===== config.mk =====
export PLATFORM = sky130hd
export DESIGN_NAME = dco_freq_meter
export DESIGN_NICKNAME = d
export VERILOG_FILES = /design/src/rtl/dco_freq_meter.sv
export SDC_FILE = /design/constraint.sdc
export NUM_CORES = 1
export LEC_CHECK = 0
export BUFFER_PORTS_ARGS = -buffer_cell sky130_fd_sc_hd__buf_2
export CORE_AREA = 3 3 109 80
export DETAILED_ROUTE_END_ITERATION = 16
export DIE_AREA = 0 0 112 83
export HOLD_SLACK_MARGIN = 0.05
export PLACE_DENSITY_LB_ADDON = 0.1
export SLEW_MARGIN = 15
export SYNTH_ARGS = -nofsm -noshare
export SYNTH_HDL_FRONTEND = slang
export SYNTH_SLANG_ARGS = --single-unit
export TNS_END_PERCENT = 5

===== constraint.sdc =====
create_clock -name clk -period 3 [get_ports clk]
set_input_delay 0.6 -clock clk [delete_from_list [all_inputs] [get_ports clk]]
set_output_delay 0.6 -clock clk [all_outputs]
set_load 0.02 [all_outputs]

===== src/rtl/dco_freq_meter.sv =====
// Frequency meter for the DCO square wave: counts synchronized rising edges over a
// programmable gate window and tracks the latest high/low half-period lengths.
module dco_freq_meter #(
    parameter int unsigned CNT_W  = 12,
    parameter int unsigned GATE_W = 16
) (
    input  logic              clk,
    input  logic              rst_n,
    input  logic              dco_in,
    input  logic [GATE_W-1:0] gate_len,
    input  logic              start,
    output logic              busy,
    output logic              valid,
    input  logic              ready,
    output logic [CNT_W-1:0]  cnt_out,
    output logic              ovf,
    output logic              nosig,
    output logic [7:0]        hi_len,
    output logic [7:0]        lo_len
);

    typedef enum logic [1:0] {
        ST_IDLE,
        ST_ARM,
        ST_MEASURE,
        ST_HOLD
    } state_e;

    state_e            state_q;
    logic              s1_q, s2_q, s3_q;
    logic [GATE_W-1:0] gate_q;
    logic [GATE_W-1:0] gcnt_q;
    logic [CNT_W-1:0]  cnt_q;
    logic [CNT_W-1:0]  cnt_d;
    logic              ovf_q;
    logic              nosig_q;
    logic              busy_q;
    logic              valid_q;
    logic [7:0]        run_q;
    logic [7:0]        run_d;
    logic [7:0]        hi_q;
    logic [7:0]        lo_q;
    logic              seen_rise_q;
    logic              seen_fall_q;

    logic rise;
    logic fall;
    logic start_ok;
    logic enter_arm;
    logic gate_last;
    logic tracking;

    always_ff @(posedge clk or negedge rst_n) begin
        if (!rst_n) begin
            s1_q <= 1'b0;
            s2_q <= 1'b0;
            s3_q <= 1'b0;
        end else begin
            s1_q <= dco_in;
            s2_q <= s1_q;
            s3_q <= s2_q;
        end
    end

    always_comb begin
        rise      = s2_q & ~s3_q;
        fall      = ~s2_q & s3_q;
        start_ok  = start && (gate_len != '0);
        enter_arm = (state_q == ST_IDLE) && start_ok;
        gate_last = (gcnt_q == GATE_W'(1));
        tracking  = (state_q == ST_ARM) || (state_q == ST_MEASURE);
        cnt_d     = cnt_q + CNT_W'(1);
        run_d     = (&run_q) ? run_q : run_q + 8'd1;
    end

    // gcnt_q doubles as the ARM timeout and the MEASURE gate counter.
    always_ff @(posedge clk or negedge rst_n) begin
        if (!rst_n) begin
            state_q <= ST_IDLE;
            gate_q  <= '0;
            gcnt_q  <= '0;
            cnt_q   <= '0;
            ovf_q   <= 1'b0;
            nosig_q <= 1'b0;
            busy_q  <= 1'b0;
            valid_q <= 1'b0;
        end else begin
            case (state_q)
                ST_IDLE: begin
                    if (start_ok) begin
                        gate_q  <= gate_len;
                        gcnt_q  <= gate_len;
                        cnt_q   <= '0;
                        ovf_q   <= 1'b0;
                        nosig_q <= 1'b0;
                        busy_q  <= 1'b1;
                        state_q <= ST_ARM;
                    end
                end
                ST_ARM: begin
                    if (rise) begin
                        gcnt_q  <= gate_q;
                        state_q <= ST_MEASURE;
                    end else if (gate_last) begin
                        nosig_q <= 1'b1;
                        cnt_q   <= '0;
                        busy_q  <= 1'b0;
                        valid_q <= 1'b1;
                        state_q <= ST_HOLD;
                    end else begin
                        gcnt_q <= gcnt_q - GATE_W'(1);
                    end
                end
                ST_MEASURE: begin
                    if (rise) begin
                        if (&cnt_q) begin
                            ovf_q <= 1'b1;
                        end else begin
                            cnt_q <= cnt_d;
                        end
                    end
                    if (gate_last) begin
                        busy_q  <= 1'b0;
                        valid_q <= 1'b1;
                        state_q <= ST_HOLD;
                    end else begin
                        gcnt_q <= gcnt_q - GATE_W'(1);
                    end
                end
                ST_HOLD: begin
                    if (ready) begin
                        valid_q <= 1'b0;
                        state_q <= ST_IDLE;
                    end
                end
                default: state_q <= ST_IDLE;
            endcase
        end
    end

    // A half-period is captured only when it started on an edge seen in this measurement.
    always_ff @(posedge clk or negedge rst_n) begin
        if (!rst_n) begin
            run_q       <= '0;
            hi_q        <= '0;
            lo_q        <= '0;
            seen_rise_q <= 1'b0;
            seen_fall_q <= 1'b0;
        end else if (enter_arm) begin
            run_q       <= '0;
            hi_q        <= '0;
            lo_q        <= '0;
            seen_rise_q <= 1'b0;
            seen_fall_q <= 1'b0;
        end else if (tracking) begin
            if (rise || fall) begin
                run_q <= '0;
            end else begin
                run_q <= run_d;
            end
            if (fall) begin
                if (seen_rise_q) begin
                    hi_q <= run_d;
                end
                seen_fall_q <= 1'b1;
            end
            if (rise) begin
                if (seen_fall_q) begin
                    lo_q <= run_d;
                end
                seen_rise_q <= 1'b1;
            end
        end
    end

    assign busy    = busy_q;
    assign valid   = valid_q;
    assign cnt_out = cnt_q;
    assign ovf     = ovf_q;
    assign nosig   = nosig_q;
    assign hi_len  = hi_q;
    assign lo_len  = lo_q;

endmodule


---- Word level (Yosys, flattened, before mapping) ----
Cells that the tools add are included.
storage, ports and cells
  register bits after elaboration ......... 79
  input bits .............................. 21
  output and inout bits ................... 32
  word-level logic and storage cells ...... 111
operators by class
  add/subtract/negate cells ............... 3
  equal/unequal tests ..................... 11
  muxes and demuxes ....................... 48
  bitwise gates (word level) .............. 4
  reduce and logical (&&, ||, !) cells .... 29
operators with widths
  kind                   number
  $mux 8                 12
  $mux 12                5
  $mux 16                3
  $pmux 16 s3            1
  $pmux 12 s3            1
  $mux 1                 17
  $eq 16x1->1 const B    1
  $reduce_bool 16->1     1
  $sub 16x1->16 const B  1
  $reduce_bool 2->1      7
  $add 12x1->12 const B  1
  $ne 2x2->1 const B     6
  $reduce_and 12->1      1
  $reduce_and 3->1       4
  $reduce_and 2->1       5
  $add 8x1->8 const B    1
  $mux 2                 4
  $pmux 2 s4             1
  $reduce_and 4->1       2
  $reduce_and 8->1       1
  $pmux 1 s3             2
  $reduce_and 6->1       1
  $reduce_bool 3->1      2
  $eq 2x2->1 const B     2
  other kinds (8)        13

---- Logic depth before layout (Yosys ltp) ----
Gate-level depths: netlist of run 1.
  depth after elaboration ................. 6
  gate-level depth with buffers ........... 9
  depth with buffers taken out ............ 7

---- Worst setup path after synthesis of run 1 ----
No wires, ideal clock.
  path type ............................... register to register
  from .................................... register s2_q
  to ...................................... register cnt_q[7] (netlist: cnt_out[7])
  setup time .............................. 79 ps
  arrival ................................. 2391 ps
  required time ........................... 2921 ps
  slack ................................... 530 ps
  cell stages (with the launch flop) ...... 8
  path buffers ............................ 1
  clock period less this slack ............ 2470 ps
  cell sequence ........................... dfrtp_1 > ha_1 > or4b_2 > o41ai_4 > o211ai_2 > buf_2 > nor4_2 > mux2i_1
on the way
  word-level cells in the longest chain between the ends .. 3
  elaborated cells between the ends (all ways) .. 4
  classes of those cells .................. 2 x eq/ne; 1 x bitwise; 1 x reduce/logical
ends and longest elaborated chain
  what                                 line  source
  start: declaration                   30    logic s1_q, s2_q, s3_q;
  start signal: assignment             60    s2_q <= s1_q;
  $and 1x1->1 *                        66    rise = s2_q & ~s3_q;
  $ne 2x2->1 (no source line)          -
  $reduce_and 6->1 (no source line) *  -
  end signal: assignment               119   cnt_q <= cnt_d;
  end: declaration                     33    logic [CNT_W-1:0] cnt_q;
Mark *: on every way between the ends. The rest lies on a longest branch, timed or not.
A chain may end at the register's enable or synchronous reset.

---- Worst setup path in the final report of run 1 ----
  from .................................... register gcnt_q[0]
  to ...................................... register cnt_q[9] (netlist: cnt_out[9])
on the way
  word-level cells in the longest chain between the ends .. 3
ends and longest elaborated chain
  what                               line  source
  start: declaration                 32    logic [GATE_W-1:0] gcnt_q;
  start signal: assignment           92    gcnt_q <= gate_len;
  start signal: assignment           102   gcnt_q <= gate_q;
  start signal: assignment           111   gcnt_q <= gcnt_q - GATE_W'(1);
  $eq 16x1->1                        70    gate_last = (gcnt_q == GATE_W'(1));
  $ne 2x2->1 (no source line)        -
  $reduce_and 6->1 (no source line)  -
Every way passes these cells.

==> metrics.log, run 1 <==
INFO  metric run_status = completed
INFO  metric n_antenna_cell = 0
INFO  metric drt-wirelength-per-cell = 18.56 µm
INFO  metric yosys.area_share.adder = 3.061%
INFO  metric rr_worst_depth = 6
INFO  metric number_of_max_cap_violations = 0
INFO  metric irDropWorstVdd = 0.5518 mV
INFO  metric num_rows = 27
INFO  metric combinational_family_with_the_most_area_after_synthesis = simple AND/OR/NAND/NOR gates
INFO  metric max-slew-margin-rel = 33.23%
INFO  metric drt_drc_violations_left = 0
INFO  metric report.final.setup_viol = 0
INFO  metric holdPathStages = 1
INFO  metric ctsRootBufferMaster = clkbuf_8
INFO  metric synth-compound-area-share = 21.06%
INFO  metric power_density = 997.0 nW/µm²
INFO  metric final_max_slew_viol_count = 0
INFO  metric setup_tns = 0 ns
INFO  metric cts.path.max_buffers = 2
INFO  metric ys_dominant_reg_cell = dfrtp_1
INFO  metric number_of_global_route_vias_before_repair = 3986
INFO  metric part_of_the_cycle_the_worst_path_needs = 94.29%
INFO  metric num_io_pins = 53
INFO  metric path_class = flip-flop to flip-flop
INFO  metric cts_hold_buffers = 0
INFO  metric postSynthRegisterBits = 79
INFO  metric clk_transition_reported_paths = 0.09 ns
INFO  metric hold_viol_final = 0
INFO  metric overall_die_width = 112 µm
INFO  metric yosys-top-cells-count = nand2_1 (91), dfrtp_1 (79), nor2_1 (53), a21oi_1 (31)
INFO  metric design.core.area = 7736 µm²
INFO  metric cts_resized = 0
INFO  metric antenna_violations_before_repair = 0
INFO  metric finalCriticalPeriod = 2.829 ns
INFO  metric synth_most_common_cell = nand2_1
INFO  metric yosys.area.top_type_share = 43.96%
INFO  metric cts.repair_timing.setup_buffer_count = 0
INFO  metric timing.critical_path.from_type = flip-flop
INFO  metric post_route_cells_drive_above_1_share = 16.64%
INFO  metric netlist_area = 4497 µm²
INFO  metric grt_first_pass_wirelength = 21070 µm
INFO  metric clock-skew-final = 0.01100 ns
INFO  metric synthTopCellsByArea = dfrtp_1 (44%), nand2_1 (7.6%), nor2_1 (4.4%), a21oi_1 (3.5%), ha_1 (3.1%)
INFO  metric start_util = 58.13%
INFO  metric numCtsBuffers = 9
INFO  metric power.static_leakage = 2.314 nW
INFO  metric chipHeight = 83 µm
INFO  metric fin_hold_ws = 0.3276 ns
INFO  metric hpwl = 8644 µm
INFO  metric setup.worst_path.end_class = flip-flop
INFO  metric worstPathMaxFanout = 17
INFO  metric grt_overflow_total = 0
INFO  metric synth-async-reset-ratio = 100.0%
INFO  metric synth_warnings = 0
INFO  metric drtPass1Iterations = 5
INFO  metric synth_edf_count = 0
INFO  metric number_of_vias_in_the_routed_layout = 4221
INFO  metric worstPathRequired = 3.30 ns
INFO  metric hold_path_class = primary input to flip-flop
INFO  metric cts.sinks = 79
INFO  metric finalWeightedCongestion = 0.9593
INFO  metric final_antenna_net_count = 0
INFO  metric fmaxAchievable = 353.5 MHz
INFO  metric synth-simple-area-share = 24.79%
INFO  metric netlist-cell-type-count = 64
INFO  metric post_drt_via_cell_ratio = 6.281
INFO  metric worst_skew_late_latency = 0.38 ns
INFO  metric report.power.total = 0.005057 W
INFO  metric cts_tree = yes
INFO  metric worst-slew-pin-transition = 1.001 ns
INFO  metric worst_ep_arrival_time = 3.13 ns
INFO  metric synth.mux.area_fraction = 1.809%
INFO  metric syn-mean-instance-area = 8.681 µm²
INFO  metric grt_use_total = 27.93%
INFO  metric post_synth_xor_area_fraction = 0.7791%
INFO  metric synth-seq-area-share = 43.96%
INFO  metric dieArea = 9296 µm²
INFO  metric syn_inst_count = 518
INFO  metric fin_nets = 598
INFO  metric syn2layout_area_growth = 12.80%
INFO  metric route.final.wire_length = 12480 µm
INFO  metric synth_fp_nets = 550
INFO  metric yosysTopAreaCell = dfrtp_1
INFO  metric rsz0062_at_grt = false
INFO  metric detailedRoute.firstIterationViolations = 445
INFO  metric grt_start_max_net_pins = 80
INFO  metric port_buffers = 52
INFO  metric htree_levels = 3
==> registers in the layout, indices dropped and copies added, names as in the netlist <==
name         cells
lo_len           8
seen_rise_q      1
gcnt_q          16
gate_q          16
nosig            1
cnt_out         12
state_q          2
valid            1
s3_q             1
seen_fall_q      1
s1_q             1
ovf              1
busy             1
s2_q             1
hi_len           8
run_q            8
==> placed cells by master, fill, tap and decap left out, types with 14 or more instances in the layout <==
cell type,netlist,final
nand2_1,91,91
nand3_1,16,16
a21oi_1,31,31
dfrtp_1,79,79
nor2_1,53,53
buf_2,1,51
o31ai_1,15,15
inv_1,21,21
o21ai_0,23,23
buf_4,0,14
==> where the power goes <==
group	total (W)	switching, W	internal [W]
Sequential	0.00169	0.000302	0.00139
Combinational	0.00256	0.00164	0.000923
Clock	0.000804	0.000419	0.000385
Total	0.00506	0.00236	0.00270
==> layer usage <==
layer / vias to the layer above / track usage, % / part of all wire (%)
met5: - / 0 / 0
met4: 0 / 6.004 / 1.3
met3: 21 / 6.628 / 8.9
met2: 196 / 39.34 / 43
met1: 2021 / 43.75 / 47
li1: 1983 / - / -
==> stage by stage <==
| stage | utilization [%] | area, µm² | worst slack [ns] | std cells |
|---|---|---|---|---|
| 6_report | 65.57 | 5072 | 0.1714 | 672 |
| 5_1_grt | 65.57 | 5072 | 0.01094 | 672 |
| 4_1_cts | 65.57 | 5072 | 0.2016 | 672 |
| 3_5_place_dp | 63.11 | 4882 | 0.2376 | 656 |
| 3_3_place_gp | 63.11 | 4882 | 0.2881 | 656 |
| 2_1_floorplan | - | 4497 | 0.5297 | 518 |
==> kinds of logic (layout without fill, tap and decap cells) <==
logic type	Yosys count	after routing
compound gates	135	135
simple gates	231	231
flops	79	79
fa+ha+maj	11	11
mux	8	8
buf+inv	50	103
xor+xnor	4	4
==> final timing paths <==
check / start / to / slack [ns]
worst max-delay path: gcnt_q[0] / cnt_out[9] / 0.17
worst min-delay path: dco_in / s1_q / 0.33
worst max register to register: gcnt_q[0] / cnt_out[9] / 0.17
worst min register to register: s1_q / s2_q / 0.40
max in group asynchronous: rst_n / run_q[4] / 1.96
min in group asynchronous: rst_n / gcnt_q[0] / 0.37
==> layout make-up <==
| type | count | area, µm² |
|---|---|---|
| flip-flops and latches | 79 | 1977 |
| inverters | 21 | 78.83 |
| clock buffers | 11 | 131.4 |
| multi-input cells | 389 | 2320 |
| fillers | 677 | 2664 |
| clock inverters | 5 | 58.81 |
| repair buffers | 66 | 380.4 |
| well taps | 101 | 126.4 |
==> worst max-delay path, stage by stage (launching register included) <==
cell	delay [ns]
dfrtp_1	0.48
ha_1	0.21
or4b_2	0.63
o41ai_4	0.28
o211ai_2	0.38
or4_1	0.61
a21oi_1	0.16
Note: power is estimated with default switching activity, not from simulation.
==> inputs of run 2 (changes only) <==
clock period = 2.75 ns   (was 3 ns; I/O delays follow)
==> metrics.log, run 2 (synthesized netlist as in run 1, its figures left out) <==
INFO  metric timing.critical_path.from_type = flip-flop
INFO  metric share_comb_of_total_power = 53.0% (+2.3 points)
INFO  metric drt_drc_violations_left = 0 (unchanged)
INFO  metric fillcell_total = 637 (-5.9%)
INFO  metric number_of_global_route_vias_before_repair = 3942 (-1.1%)
INFO  metric grt_start_max_net_pins = 42 (-48%)
INFO  metric instances_no_fill = 689 (+2.5%)
INFO  metric finalCriticalPeriod = 2.603 ns (-0.2253 ns)
INFO  metric hold_path_class = primary input to asynchronous set/reset pin
INFO  metric report.power.total = 0.005710 W (+13%)
INFO  metric port_buffers = 52 (unchanged)
INFO  metric grt_first_pass_wirelength = 20470 µm (-2.8%)
INFO  metric power.switching_fraction = 44.99% (-1.7 points)
INFO  metric final_antenna_net_count = 0 (unchanged)
INFO  metric num_rows = 27 (unchanged)
INFO  metric layout.cells.most_common = nand2_1
INFO  metric top_library_cells_by_usage_in_the_layout_fill_and_taps_aside = nand2_1 (91), dfrtp_1 (79), nor2_1 (53), buf_2 (51)
INFO  metric numCtsBuffers = 9 (unchanged)
INFO  metric cts.sinks = 79 (unchanged)
INFO  metric setup_tns = 0 ns (unchanged)
INFO  metric setup.worst_path.end_class = flip-flop
INFO  metric chipHeight = 83 µm (unchanged)
INFO  metric seqPwrFrac = 31.4% (-2.1 points)
INFO  metric overall_die_width = 112 µm (unchanged)
INFO  metric worstPathMaxFanout = 7 (-10)
INFO  metric power_density = 1088 nW/µm² (+9.1%)
INFO  metric worst-slew-pin-transition = 0.8153 ns (-0.1862 ns)
INFO  metric detailedRoute.firstIterationViolations = 450 (+1.1%)
INFO  metric finalWeightedCongestion = 0.9304 (-3.0%)
INFO  metric fin_nets = 616 (+3.0%)
INFO  metric hpwl = 8964 µm (+3.7%)
INFO  metric clk_transition_reported_paths = 0.08 ns (about the same)
INFO  metric placed_cells = 670 (+2.1%)
INFO  metric design_area = 5248 µm² (+3.5%)
INFO  metric rsz0062_at_grt = false
INFO  metric post_drt_via_cell_ratio = 6.173 (-1.7%)
INFO  metric part_of_the_cycle_the_worst_path_needs = 94.66% (+0.38 points)
INFO  metric cell_area_reported_after_detailed_placement = 4987 µm² (+2.2%)
INFO  metric route.final.wire_length = 12510 µm (+0.26%)
INFO  metric run_status = completed
INFO  metric net-switching-power = 0.002569 W (+8.9%)
INFO  metric drtPass1Iterations = 5 (unchanged)
INFO  metric worst_skew_late_latency = 0.37 ns (about the same)
INFO  metric clock_power_share = 15.6% (-0.3 points)
INFO  metric number_of_max_cap_violations = 0 (unchanged)
INFO  metric grt_overflow_total = 0 (unchanged)
INFO  metric ctsRootBufferMaster = clkbuf_8
INFO  metric internal_power = 0.003141 W (+16%)
INFO  metric irDropWorstVdd = 0.5670 mV (+2.8%)
INFO  metric cts_hold_buffers = 0 (unchanged)
INFO  metric cts_tree = yes
INFO  metric post_route_cells_drive_above_1_share = 19.39% (+2.8 points)
INFO  metric n_antenna_cell = 0 (unchanged)
INFO  metric cts.path.max_buffers = 2 (unchanged)
INFO  metric start_util = 58.13% (unchanged)
INFO  metric fmaxAchievable = 384.1 MHz (+8.7%)
INFO  metric antenna_violations_before_repair = 0 (unchanged)
INFO  metric number_of_vias_in_the_routed_layout = 4253 (+0.76%)
INFO  metric syn2layout_area_growth = 16.69%
INFO  metric num_io_pins = 53 (unchanged)
INFO  metric path_class = flip-flop to flip-flop
INFO  metric final_max_slew_viol_count = 0 (unchanged)
INFO  metric worstPathRequired = 3.01 ns (-0.29 ns)
INFO  metric htree_levels = 3 (unchanged)
INFO  metric clock-skew-final = 0.007513 ns (-0.003488 ns)
INFO  metric dieArea = 9296 µm² (unchanged)
INFO  metric design.core.area = 7736 µm² (unchanged)
INFO  metric power.static_leakage = 2.413 nW (+4.3%)
INFO  metric hold_viol_final = 0 (unchanged)
INFO  metric rr_worst_depth = 8 (+2)
INFO  metric grt_use_total = 27.50% (-0.43 points)
INFO  metric max-slew-margin-rel = 44.93% (+12 points)
INFO  metric report.final.setup_viol = 0 (unchanged)
INFO  metric worst_ep_arrival_time = 2.87 ns (-0.26 ns)
INFO  metric drt-wirelength-per-cell = 18.15 µm (-2.2%)
-- run 2: what timing repair did --
action,CTS,global route
setup endpoints to repair,0,12
resized for setup,0,4
buffers inserted,0,3
-- run 2: area by class of cell --
type | count | area, µm² | area share [%]
clock buffer | 12 | 155.1 | 2.957
clock inverter | 3 | 42.54 | 0.8107
inverter | 21 | 78.83 | 1.502
multi-input combinational | 390 | 2360 | 44.97
sequential | 79 | 1977 | 37.67
tap | 101 | 126.4 | 2.408
timing repair buffer | 83 | 508.0 | 9.680
-- run 2: worst paths after layout --
kind | slack (ns) | startpoint | end
min reg2reg | 0.41 | s2_q | s3_q
min in group clk | 0.28 | dco_in | s1_q
min | 0.16 | rst_n | gcnt_q[1]
max reg2reg | 0.15 | gcnt_q[1] | cnt_out[2]
max in group asynchronous | 1.97 | rst_n | cnt_out[4]
max | 0.15 | gcnt_q[1] | cnt_out[2]
-- run 2: critical path, stage by stage, from the launching register on --
cell	delay [ns]
dfrtp_1	0.38
inv_1	0.08
ha_1	0.19
or4b_4	0.49
o41ai_4	0.32
buf_4	0.20
o211ai_2	0.15
or2_2	0.39
a211o_1	0.29
-- run 2: layer usage --
metal | share of wire (%) | GRT usage (%) | up-vias
li1 | - | - | 2023
met1 | 46 | 42.01 | 2029
met2 | 44 | 38.25 | 184
met3 | 8.8 | 7.866 | 17
met4 | 1.1 | 7.314 | 0
met5 | 0 | 0 | -
-- run 2: metrics by stage --
step / hold WS [ns] / utilization, % / worst slack [ns]
floorplan: 0.2544 / - / 0.2797
global placement: 0.3805 / 64.47 / 0.09376
detailed placement: 0.3819 / 64.47 / 0.04757
CTS: 0.1683 / 67.02 / 0.01739
global route: 0.1780 / 67.83 / 0.07437
finish: 0.1555 / 67.83 / 0.1467
-- run 2: power by group through the flow --
stage,logic (W),registers (W),clock network [W]
after detailed placement,0.00286,0.00181,0
after floorplan,0.00195,0.00183,0
final,0.00303,0.00179,0.000889
after CTS,0.00288,0.00179,0.000900
after global placement,0.00280,0.00178,0
after global routing,0.00334,0.00185,0.000963
==> inputs of run 3 (changes only) <==
ABC_AREA = 1   (was unset)
CORE_AREA = 3 3 110 80   (was 3 3 109 80)
DIE_AREA = 0 0 113 83   (was 0 0 112 83)
==> metrics.log, run 3 <==
INFO  metric hold_path_class = primary input to asynchronous set/reset pin
INFO  metric detailedRoute.firstIterationViolations = 469 (+4.2%)
INFO  metric worstPathMaxFanout = 16 (+9)
INFO  metric ys_dominant_reg_cell = dfrtp_1
INFO  metric slowest_cp_cell = inv_1
INFO  metric fin_hold_ws = 0.1834 ns (+0.02797 ns)
INFO  metric synth-seq-area-share = 43.19% (-0.77 points)
INFO  metric crit_path_largest_cell_delay = 0.38 ns (-0.11 ns)
INFO  metric grt_overflow_total = 0 (unchanged)
INFO  metric timing.critical_path.from_type = flip-flop
INFO  metric layout.cells.most_common = nand2_1
INFO  metric worstPathRequired = 2.98 ns (-0.03 ns)
INFO  metric report.final.setup_viol = 0 (unchanged)
INFO  metric cp_top_family = simple AND/OR/NAND/NOR gates
INFO  metric drt_drc_violations_left = 0 (unchanged)
INFO  metric area.sequential = 1977 µm² (unchanged)
INFO  metric final_antenna_net_count = 0 (unchanged)
INFO  metric rsz0062_at_grt = false
INFO  metric ctsRootBufferMaster = clkbuf_16
INFO  metric critical_path_depth = 10 (+2)
INFO  metric worst-slew-pin-transition = 0.5367 ns (-0.2786 ns)
INFO  metric post_route_cells_drive_above_1_share = 13.07% (-6.3 points)
INFO  metric utilization = 67.31% (-0.53 points)
INFO  metric power.static_leakage = 2.781 nW (+15%)
INFO  metric yosys-top-cells-count = nand2_1 (209), dfrtp_1 (79), nor2_1 (76), inv_1 (75), o21ai_0 (56)
INFO  metric clk_transition_reported_paths = 0.06 ns (-0.02 ns)
INFO  metric worst-r2r-setup-slack = 0.40 ns (+0.26 ns)
INFO  metric rr_worst_depth = 10 (+2)
INFO  metric cts_resized = 0 (unchanged)
INFO  metric grt_first_pass_wirelength = 20580 µm (+0.54%)
INFO  metric dieArea = 9379 µm² (+0.89%)
INFO  metric fmaxAchievable = 426.4 MHz (+11%)
INFO  metric n_antenna_cell = 0 (unchanged)
INFO  metric number_of_vias_in_the_routed_layout = 4471 (+5.1%)
INFO  metric critical_path_buf_inv_count = 2 (unchanged)
INFO  metric grt_start_max_net_pins = 41 (-2.4%)
INFO  metric start_util = 58.40% (+0.27 points)
INFO  metric yosys.area.top_type_share = 43.19% (-0.77 points)
INFO  metric grt_use_total = 27.23% (-0.27 points)
INFO  metric r2r_end = cnt_out[10]
INFO  metric hpwl = 9074 µm (+1.2%)
INFO  metric htree_levels = 3 (unchanged)
INFO  metric setup_tns = 0 ns (unchanged)
INFO  metric max-slew-margin-rel = 64.22% (+19 points)
INFO  metric num_rows = 27 (unchanged)
INFO  metric synthTopCellsByArea = dfrtp_1 (43%), nand2_1 (17%), nor2_1 (6.2%), inv_1 (6.2%), o21ai_0 (6.1%)
INFO  metric area_of_combinational_cells_with_multiple_inputs = 2205 µm² (-6.6%)
INFO  metric synth_most_common_cell = nand2_1
INFO  metric cts.path.max_buffers = 2 (unchanged)
INFO  metric numCtsBuffers = 9 (unchanged)
INFO  metric overall_die_width = 113 µm (+0.89%)
INFO  metric number_of_global_route_vias_before_repair = 4262 (+8.1%)
INFO  metric finalWeightedCongestion = 0.9108 (-2.1%)
INFO  metric worst_ep_arrival_time = 2.58 ns (-0.29 ns)
INFO  metric num_io_pins = 53 (unchanged)
INFO  metric postSynthRegisterBits = 79 (unchanged)
INFO  metric cts_hold_buffers = 0 (unchanged)
INFO  metric hold_viol_final = 0 (unchanged)
INFO  metric cts.repair_timing.setup_buffer_count = 0 (unchanged)
INFO  metric syn_inst_count = 643 (+24%)
INFO  metric top_library_cells_by_usage_in_the_layout_fill_and_taps_aside = nand2_1 (209), dfrtp_1 (79), nor2_1 (76), inv_1 (75), o21ai_0 (56)
INFO  metric report.power.total = 0.005620 W (-1.6%)
INFO  metric synth-async-reset-ratio = 100.0% (unchanged)
INFO  metric route.final.wire_length = 12250 µm (-2.0%)
INFO  metric chipHeight = 83 µm (unchanged)
INFO  metric post_drt_via_cell_ratio = 5.610 (-9.1%)
INFO  metric final_max_slew_viol_count = 0 (unchanged)
INFO  metric setup.worst_path.end_class = flip-flop
INFO  metric startpoint_of_the_lowest_slack_register_to_register_path = state_q[0]
INFO  metric synth_warnings = 0 (unchanged)
INFO  metric cts.sinks = 79 (unchanged)
INFO  metric synth_fp_nets = 675 (+23%)
INFO  metric fin_nets = 723 (+17%)
INFO  metric netlist-cell-type-count = 36 (-44%)
INFO  metric run_status = completed
INFO  metric synth_edf_count = 0 (unchanged)
INFO  metric port_buffers = 52 (unchanged)
INFO  metric antenna_violations_before_repair = 0 (unchanged)
INFO  metric path_class = flip-flop to flip-flop
INFO  metric clock-skew-final = 0.005709 ns (-0.001804 ns)
INFO  metric cp_cell_sequence = inv_1 -> ha_1 -> inv_1 -> nor3_1 -> nand3_1 -> nand3_2 -> a21oi_4 -> nand2_2 -> nand2_1 -> nand2_1
INFO  metric syn-mean-instance-area = 7.118 µm² (-18%)
INFO  metric drt-wirelength-per-cell = 15.37 µm (-15%)
INFO  metric power_density = 1065 nW/µm² (-2.1%)
INFO  metric cts_tree = yes
INFO  metric netlist_area = 4577 µm² (+1.8%)
INFO  metric worst_skew_late_latency = 0.34 ns (-0.03 ns)
INFO  metric drtPass1Iterations = 6 (+1)
INFO  metric design.core.area = 7838 µm² (+1.3%)
INFO  metric syn2layout_area_growth = 15.25%
INFO  metric part_of_the_cycle_the_worst_path_needs = 85.28% (-9.4 points)
INFO  metric number_of_max_cap_violations = 0 (unchanged)
INFO  metric finalCriticalPeriod = 2.345 ns (-0.2580 ns)
INFO  metric yosysTopAreaCell = dfrtp_1
INFO  metric irDropWorstVdd = 0.7751 mV (+37%)
INFO  metric fillcell_total = 674 (+5.8%)
## run 3: area by class of cell
type / instances / area share, %
clock buffers: 10 / 4.341
clock inverters: 6 / 2.514
inverters: 76 / 5.408
multi-input cells: 467 / 41.79
flip-flops and latches: 79 / 37.48
well taps: 101 / 2.396
repair buffers: 58 / 6.072
## run 3: power breakdown
| group | total (W) | internal, W | switching, W |
|---|---|---|---|
| combinational | 0.00236 | 0.000739 | 0.00162 |
| sequential | 0.00181 | 0.00151 | 0.000297 |
| clock | 0.00146 | 0.000977 | 0.000478 |
| total | 0.00562 | 0.00323 | 0.00239 |
## run 3: routing by layer
metal,global-route usage [%],up-vias,part of all wire [%]
met4,8.188,0,2.2
li1,-,2125,-
met1,40.12,2099,46
met2,38.98,218,42
met3,7.575,29,9.1
met5,0,-,0
## run 3: worst max-delay path by stage
stage / from / end / slack [ns]
6_report: state_q[0] / cnt_out[10] / 0.40
5_1_grt: state_q[0] / cnt_out[0] / 0.19
4_1_cts: state_q[0] / cnt_out[10] / 0.44
3_5_place_dp: state_q[0] / cnt_out[10] / 0.48
3_3_place_gp: state_q[0] / cnt_out[10] / 0.67
2_1_floorplan: state_q[1] / gcnt_q[0] / 1.09
## run 3: stage by stage
stage | worst slack [ns] | instances | area [µm²]
CTS | 0.4366 | 797 | 5275
finish | 0.4047 | 797 | 5275
detailed placement | 0.4841 | 781 | 4913
floorplan | 1.086 | 643 | 4577
global route | 0.1917 | 797 | 5275
global placement | 0.6673 | 781 | 4913
## run 3: cell families after synthesis
| group | Yosys count | synth area share [%] |
|---|---|---|
| simple gates | 365 | 33.57 |
| compound gates | 85 | 10.44 |
| buf+inv | 97 | 8.639 |
| flops | 79 | 43.19 |
| xor+xnor | 6 | 1.148 |
| fa+ha+maj | 11 | 3.007 |
